==> src/rtl/tia_missile_position_counter.sv <==
// TIA missile horizontal position counter.
// A free-running mod-PERIOD counter advanced by the motion clock (one count per pixel).
// The count and the NUSIZ copy/width bits are decoded into the missile serial graphics bit m.
// The counter is placed at PERIOD-1 on reset, so the next edge is the first pixel of the missile.
module tia_missile_position_counter #(
    parameter int unsigned PERIOD = 160
) (
    input  logic motck,
    input  logic missile_to_player_reset_bar,
    input  logic clkp,
    input  logic mec_bar,
    input  logic nz0_bar,
    input  logic nz1_bar,
    input  logic nz2_bar,
    input  logic nz4_bar,
    input  logic nz5_bar,
    input  logic missile_enable,
    input  logic missile_reset,
    input  logic missile_to_player_reset,
    output logic m
);

    localparam logic [7:0] LastCount = 8'(PERIOD - 1);
    // Threshold at or above which a +2 step wraps past the end of the line.
    localparam logic [7:0] WrapTwo   = 8'(PERIOD - 2);

    // The pixel-clock phase has no role in this block.
    logic unused_clkp;
    assign unused_clkp = clkp;

    logic [7:0] count_q;
    logic [7:0] count_d;

    // NUSIZ bits arrive inverted; restore true sense once here.
    logic [2:0] nz_copy;
    logic [1:0] nz_width;
    assign nz_copy  = {~nz2_bar, ~nz1_bar, ~nz0_bar};
    assign nz_width = {~nz5_bar, ~nz4_bar};

    // Next count: reset strobes win, HMOVE extra clock adds a second count, else plain advance.
    always_comb begin
        count_d = count_q;
        if (missile_reset || missile_to_player_reset) begin
            count_d = LastCount;
        end else if (!mec_bar) begin
            if (count_q >= WrapTwo) begin
                count_d = count_q - WrapTwo;
            end else begin
                count_d = count_q + 8'd2;
            end
        end else begin
            if (count_q >= LastCount) begin
                count_d = 8'd0;
            end else begin
                count_d = count_q + 8'd1;
            end
        end
    end

    // Position register; async RESMP lock parks it at the last count.
    always_ff @(posedge motck or negedge missile_to_player_reset_bar) begin
        if (!missile_to_player_reset_bar) begin
            count_q <= LastCount;
        end else begin
            count_q <= count_d;
        end
    end

    logic       copy16;
    logic       copy32;
    logic       copy64;
    logic [3:0] width;

    // Extra copy origins besides the always-present copy at count 0.
    always_comb begin
        copy16 = 1'b0;
        copy32 = 1'b0;
        copy64 = 1'b0;
        unique case (nz_copy)
            3'b001: copy16 = 1'b1;
            3'b010: copy32 = 1'b1;
            3'b011: begin
                copy16 = 1'b1;
                copy32 = 1'b1;
            end
            3'b100: copy64 = 1'b1;
            3'b110: begin
                copy32 = 1'b1;
                copy64 = 1'b1;
            end
            default: begin
                // 000, 101 and 111 show the single copy only.
                copy16 = 1'b0;
                copy32 = 1'b0;
                copy64 = 1'b0;
            end
        endcase
    end

    // Missile width in counts.
    always_comb begin
        width = 4'd1;
        unique case (nz_width)
            2'b00:   width = 4'd1;
            2'b01:   width = 4'd2;
            2'b10:   width = 4'd4;
            2'b11:   width = 4'd8;
            default: width = 4'd1;
        endcase
    end

    // True when c lies in [s, s+w-1]; extended to 9 bits so the end bound cannot wrap.
    function automatic logic in_window(input logic [7:0] c, input logic [7:0] s,
                                       input logic [3:0] w);
        logic [8:0] c_ext;
        logic [8:0] end_ext;
        c_ext   = {1'b0, c};
        end_ext = {1'b0, s} + {5'd0, w};
        return (c >= s) && (c_ext < end_ext);
    endfunction

    logic hit0;
    logic hit16;
    logic hit32;
    logic hit64;
    logic hit_any;

    // Graphics decode: combinational from the count so NUSIZ changes act immediately.
    always_comb begin
        hit0    = in_window(count_q, 8'd0, width);
        hit16   = copy16 && in_window(count_q, 8'd16, width);
        hit32   = copy32 && in_window(count_q, 8'd32, width);
        hit64   = copy64 && in_window(count_q, 8'd64, width);
        hit_any = hit0 || hit16 || hit32 || hit64;
        m       = missile_enable && !missile_to_player_reset && missile_to_player_reset_bar
                  && hit_any;
    end

endmodule

==> config.mk <==
export PLATFORM = sky130hd
export DESIGN_NAME = tia_missile_position_counter
export DESIGN_NICKNAME = d
export VERILOG_FILES = /design/src/rtl/tia_missile_position_counter.sv
export SDC_FILE = /design/constraint.sdc
export NUM_CORES = 1
export LEC_CHECK = 0
export ABC_AREA = 1
export CAP_MARGIN = 20
export CORE_MARGIN = 2
export CORE_UTILIZATION = 41
export CTS_CLUSTER_SIZE = 14
export DETAILED_ROUTE_END_ITERATION = 10
export DONT_BUFFER_PORTS = 1
export SETUP_SLACK_MARGIN = 0.15
export SYNTH_ARGS = -nofsm -noshare
export SYNTH_HDL_FRONTEND = slang
export SYNTH_SLANG_ARGS = --single-unit
==> constraint.sdc <==
create_clock -name motck -period 2.3 [get_ports motck]
set_input_delay 0.345 -clock motck [delete_from_list [all_inputs] [get_ports motck]]
set_output_delay 0.345 -clock motck [all_outputs]
set_load 0.03 [all_outputs]
### After elaboration in Yosys (flattened, before gate mapping)

Cells that the tools add are included.

* register bits after elaboration: 8
* input bits: 12
* output and inout bits: 1

* add/subtract/negate cells: 6
* magnitude comparators: 10
* equality and inequality tests: 8
* multiplexer cells: 8
* bitwise operators: 5
* reduce and logical (&&, ||, !) cells: 19

Operators with widths (number)
* $mux W8: 4
* $ge A8 B8 Y1 const B: 2
* $pmux W4 S4: 1
* $logic_and A1 B1 Y1: 10
* $add A7 B4 Y8 const A: 1
* $add A8 B1 Y8 const B: 1
* $add A8 B2 Y8 const B: 1
* $ge A8 B1 Y1 const B: 1
* $ge A8 B5 Y1 const B: 1
* $ge A8 B6 Y1 const B: 1
* $ge A8 B7 Y1 const B: 1
* $lt A8 B4 Y1: 1
* $lt A8 B6 Y1: 1
* $lt A8 B7 Y1: 1
* $lt A8 B8 Y1: 1
* $sub A8 B8 Y8 const B: 1
* $add A6 B4 Y7 const A: 1
* $add A5 B4 Y6 const A: 1
* $eq A3 B2 Y1 const B: 2
* $eq A3 B3 Y1 const B: 2
* $not A1 Y1: 5
* $eq A2 B2 Y1 const B: 2
* $logic_or A1 B1 Y1: 4
* $reduce_or A2 Y1: 2
* other kinds (6): 8

### Depth between registers and ports, before layout

* depth after elaboration: 11
* gate-level depth with buffers: 10
* gate-level depth less buffers: 9

### Worst setup path before layout

OpenSTA, ideal clock, no wires.

* path type: register to output
* start point: reg count_q[1]
* end point: out m
* data arrival time: 1.580 ns
* path slack: 0.375 ns
* cell stages (with the launch flop): 7
* path through: dfstp_2 ha_1 inv_1 a31oi_1 o21ai_0 nand2_1 a21oi_1

* longest elaborated chain between the ends: 7
* elaborated cells on any way between the ends: 19
* those cells by class: 8 x order compare; 11 x reduce/logical

Ends and longest elaborated chain
* start: declaration: RTL line 31 `logic [7:0] count_q;`
* start signal: assignment: RTL line 63 `count_q <= LastCount;`
* start signal: assignment: RTL line 65 `count_q <= count_d;`
* $ge A8 B5 Y1 or $lt A8 B6 Y1 (tied branches): RTL line 119 `return (c >= s) && (c_ext < end_ext);`
* $logic_and A1 B1 Y1: RTL line 119
* $logic_and A1 B1 Y1: RTL line 131 `hit16 = copy16 && in_window(count_q, 8'd16, width);`
* $logic_or A1 B1 Y1 (2 in a row): RTL line 134 `hit_any = hit0 || hit16 || hit32 || hit64;`
* $logic_or A1 B1 Y1 *: RTL line 134
* $logic_and A1 B1 Y1 *: RTL line 136 `&& hit_any;`
* end: declaration: RTL line 20 `output logic m`

Mark *: on every way between the ends. The rest lies on a longest branch, timed or not.

### Worst setup path after layout

Same ends and word-level chain as after synthesis.

==> flow_metrics.env <==
export IMPL_cts_root_buf="clkbuf_4"
export IMPL_synth_edf_count=0
export IMPL_ys_ff_latch=8
export IMPL_drt_wl_total_mm=2.069
export IMPL_port_buffers=0
export IMPL_yosys_cell_types_count=28
export IMPL_netlist_instances=128
export IMPL_cts_sinks=8
export IMPL_antenna_found_initial=0
export IMPL_slew_viol_final=0
export IMPL_nets=152
export IMPL_crit_family="flip-flops"
export IMPL_drc_errors=0
export IMPL_timing_final_ws_setup_ns=0.3432
export IMPL_n_antenna_cell=0
export IMPL_vdd_drop_max_mv=0.3074
export IMPL_cp_max_fo=2
export IMPL_rsz0062_at_grt="no"
export IMPL_drive_gt1_share_pct=21.21
export IMPL_die_x_um=50.06
export IMPL_tightest_slew_ns=0.5648
export IMPL_dieArea_um2=2506
export IMPL_path_buf_inv=2
export IMPL_design_area_um2=937.1
export IMPL_cts_made_buffers=3
export IMPL_core_region_area_um2=1982
export IMPL_htree_num_levels=1
export IMPL_num_vias=866
export IMPL_grt_pass1_wl_mm=3.622
export IMPL_post_route_period_util_pct=85.08
export IMPL_cts_tree="yes"
export IMPL_nFillCells=208
export IMPL_dr_pass1_iters=4
export IMPL_synthArstFlopShare_pct=100.0
export IMPL_layout_commonest_cell="nand2_1"
export IMPL_finalHoldViolCount=0
export IMPL_setup_viol=0
export IMPL_reg_top3="count_q (8)"
export IMPL_worstSetupPathType="register to output pin"
export IMPL_largest_register_ffs=8
export IMPL_cts_clk_slew_worst_paths_ns=0.06
export IMPL_dpl_hpwl_mm=1.540
export IMPL_grt_max_degree=11
export IMPL_path_cells="ha_1, inv_1, a31oi_1, o21ai_1, nand2_1, a21oi_1, buf_4"
export IMPL_clock_latency_ns=0.26
export IMPL_place_gp_congestion=0.9013
export IMPL_vias_per_cell=5.447
export IMPL_slowest_stage="dfstp_2"
export IMPL_fin_tns_setup_ns=0
export IMPL_first_global_vias=808
export IMPL_maxCapViolCount=0
export IMPL_start_util_pct=43.88
export IMPL_dpl_worst_slack_ns=0.4912
export IMPL_critPathArrivalTime_ns=1.61
export IMPL_synth_main_ff_cell="dfstp_2"
export IMPL_routedWlPerCell_um=13.01
export IMPL_endpoint_kind="output pin"
export IMPL_max_slew_margin_pct=62.21
export IMPL_hp_class="input port to register"
export IMPL_slowest_delay_ns=0.54
export IMPL_power_leakage_nw=0.4601
export IMPL_track_usage_pct=18.77
export IMPL_avgSynthCellArea_um2=6.794
export IMPL_ioPinCount=13
export IMPL_hold_slack_ns=0.1548
export IMPL_syn2layout_area_growth_pct=7.770
export IMPL_rows=16
export IMPL_cts_buffer_depth=2
export IMPL_final_cell_mix="nand2_1, nand3_1, inv_1"
export IMPL_syn_nets=146
export IMPL_critPathLaunchType="register"
export IMPL_dpl_cell_area_um2=883.3
export IMPL_grt_ovfl_total=0
export IMPL_clock_skew_ns=0.005774
export IMPL_yosysSeqAreaShare_pct=23.88
export IMPL_required_ns=1.96
export IMPL_die_h_um=50.06
export IMPL_outcome="complete, no violations"
export IMPL_syn_area_um2=869.6
export IMPL_period_minus_slack_ns=1.957
export IMPL_synth_warnings=0
export IMPL_antenna_left=0
export IMPL_drtIter0Drc=26
export IMPL_fmax_ghz=0.5110
export IMPL_top_register="count_q"
export IMPL_p_per_area_nw_per_um2=530.3
-- logic make-up (layout without fill, tap and decap cells) --
logic type,count (synthesis),in the layout,share of synthesized area [%]
fa+ha+maj,6,6,8.633
buf+inv,19,23,10.07
simple gates,71,71,38.99
xor+xnor,6,6,6.043
compound gates,18,18,12.37
flops,8,8,23.88
-- through the flow --
step,instances,util [%],power [mW]
final,159,47.29,0.4970
after CTS,157,46.21,0.4915
after global placement,153,44.57,0.3717
after global routing,159,47.29,0.5408
after detailed placement,153,44.57,0.3725
after floorplan,128,-,0.3445
-- repair_timing --
item | CTS | global route
setup buffers | 0 | 2
hold buffers | 1 | 0
resized for setup | 0 | 2
endpoints found under the setup margin | 0 | 1
hold endpoints to repair | 8 | 0
-- final timing paths --
path | startpoint | to | slack (ns) | cells after the start
min | mec_bar | count_q[1]$_DFF_PN1_ | 0.15 | 1
max reg2reg | count_q[1]$_DFF_PN1_ | count_q[6]$_DFF_PN0_ | 0.45 | 9
max | count_q[1]$_DFF_PN1_ | m | 0.34 | 7
max in group asynchronous | missile_to_player_reset_bar | count_q[7]$_DFF_PN1_ | 1.52 | 1
min in group asynchronous | missile_to_player_reset_bar | count_q[6]$_DFF_PN0_ | 0.45 | 1
min reg2reg | count_q[0]$_DFFE_PN1P_ | count_q[0]$_DFFE_PN1P_ | 0.64 | 2
-- per-layer routing --
| layer | share of wire, % | global-route usage, % | wire length, µm |
|---|---|---|---|
| met1 | 46 | 24.91 | 951 |
| met2 | 46 | 31.14 | 954 |
| met3 | 5.8 | 2.727 | 119 |
| met4 | 2.0 | 5.556 | 42 |
| met5 | 0 | 0 | 0 |
-- area by class of cell --
type / instances / area (µm²) / share of cell area (%)
multi-input combinational: 101 / 580.6 / 61.95
sequential: 8 / 207.7 / 22.16
inverter: 16 / 60.06 / 6.409
tap: 27 / 33.78 / 3.605
timing repair buffer: 4 / 32.53 / 3.471
clock buffer: 3 / 22.52 / 2.403
-- cells in the mapped netlist, drive strengths merged, types with 3 or more instances --
cell | n | area share, %
inv | 14 | 6.0
o211ai | 3 | 2.6
nor2 | 11 | 6.2
a21oi | 5 | 3.3
o21ai | 8 | 5.0
xor2 | 6 | 6.0
dfstp | 6 | 18
nand2 | 40 | 19
ha | 6 | 8.6
buf | 3 | 3.2
nand3 | 14 | 8.6
-- where the power goes --
part / switching (mW) / internal [mW]
clock network: 0.0529 / 0.0601
registers: 0.0213 / 0.158
logic: 0.128 / 0.0763
total: 0.202 / 0.295
Note: power is estimated with default switching activity, not from simulation.
==> edit, RTL diff (config.mk and constraints unchanged) <==
Reset style: synchronous (`missile_to_player_reset_bar`), changed in one clocked block. Comments in the files are not updated.
--- a/src/rtl/tia_missile_position_counter.sv
+++ b/src/rtl/tia_missile_position_counter.sv
@@ -58,7 +58,7 @@
     end
 
     // Position register; async RESMP lock parks it at the last count.
-    always_ff @(posedge motck or negedge missile_to_player_reset_bar) begin
+    always_ff @(posedge motck) begin
         if (!missile_to_player_reset_bar) begin
             count_q <= LastCount;
         end else begin
Function: no difference found for any inputs over 10 cycles, from zero or initial values and one cycle with missile_to_player_reset_bar low; that may be too few to reach the edited logic, so the function may still have changed.
==> edit against the original RTL <==
Sequential share of layout area is 3.1 points lower. Worst hold slack better by 0.050 ns. Clock skew is 0.0047 ns higher. Synthesized area is 9.9% lower. Non-clock buffer count is 2 lower. Register-to-register slack better by 0.33 ns. Sequential cell count stayed put. Design area is 10% lower. Cell count is 1.9% higher. Routed wire length is 9.2% lower. Via count is 0.58% lower. Power is 22% lower. Setup slack better by 0.14 ns. Largest power group is now registers. Highest routed layer unchanged.
==> edit: results (changes against the original RTL) <==
hold slack 0.205 ns (was 0.155 ns); sequential cell area 160 µm² (was 208 µm²); vias in the first global route 727 (was 808); DR iter-0 viols 37 (was 26); first-pass GRT wire length 3.17 mm (was 3.62 mm); Primary FF master, synth dfxtp_1 (was dfstp_2); Setup crit start count_q[4] (was count_q[1]); post-synthesis xor/xnor area fraction 0% (was 6.04%); sequential cells 8 (unchanged); sequential area share after synthesis 20.4% (was 23.9%); clk cell area share 2.68% (was 2.40%); Non-CTS inverters 21 (was 16); Multi-input gate area 533 µm² (was 581 µm²); Syn Nets 151 (was 146); P_sw 143 µW (was 202 µW); CP max stage cell dfxtp_1 (was dfstp_2); R2R Path Start count_q[1] (unchanged); crit-path max cell delay 0.43 ns (was 0.54 ns); WL/cell 11.6 µm (was 13.0 µm); status complete, no violations (unchanged); Fmax achieved 549 MHz (was 511 MHz); Hold Path Sink count_q[0] (was count_q[1]); Synth Area in Compound Gates 13.9% (was 12.4%); Routed WL 1.88 mm (was 2.07 mm); Worst Clk Skew 0.0105 ns (was 0.00577 ns); comb_multi_in 103 (was 101); routed vias 861 (was 866); relative slew slack 76.5% (was 62.2%); share of post-route cells with drive strength above 1 10.9% (was 21.2%)
edit: cell count changes after synthesis, sizes merged, moves of 5 or more:
| cell | unedited run | this run |
|---|---|---|
| dfstp | 6 | 0 |
| xor2 | 6 | 0 |
| inv | 14 | 21 |
| dfxtp | 0 | 8 |
| nand2 | 40 | 45 |
edit: power groups by stage:
stage	clock network [µW]	registers [µW]	logic (µW)
global route	128	154	139
detailed placement	0	156	117
finish	115	153	120
global placement	0	156	116
floorplan	0	154	97.4
CTS	116	153	119
edit: worst max-delay path: cells and delay by family, from the launching register on:
family	cells	cell delay (ns)
flops	1	0.43
buf+inv	2	0.28
simple gates	1	0.24
compound gates	2	0.24
edit: per-layer routing:
layer | share of wire (%) | GRT usage (%) | vias up | wire (µm)
met5 | 0 | 0 | - | 0
met4 | 1.4 | 9.73 | 0 | 26
met3 | 5.2 | 2.26 | 3 | 98
met2 | 45 | 33.3 | 30 | 851
met1 | 48 | 25.7 | 386 | 902
li1 | - | - | 442 | -
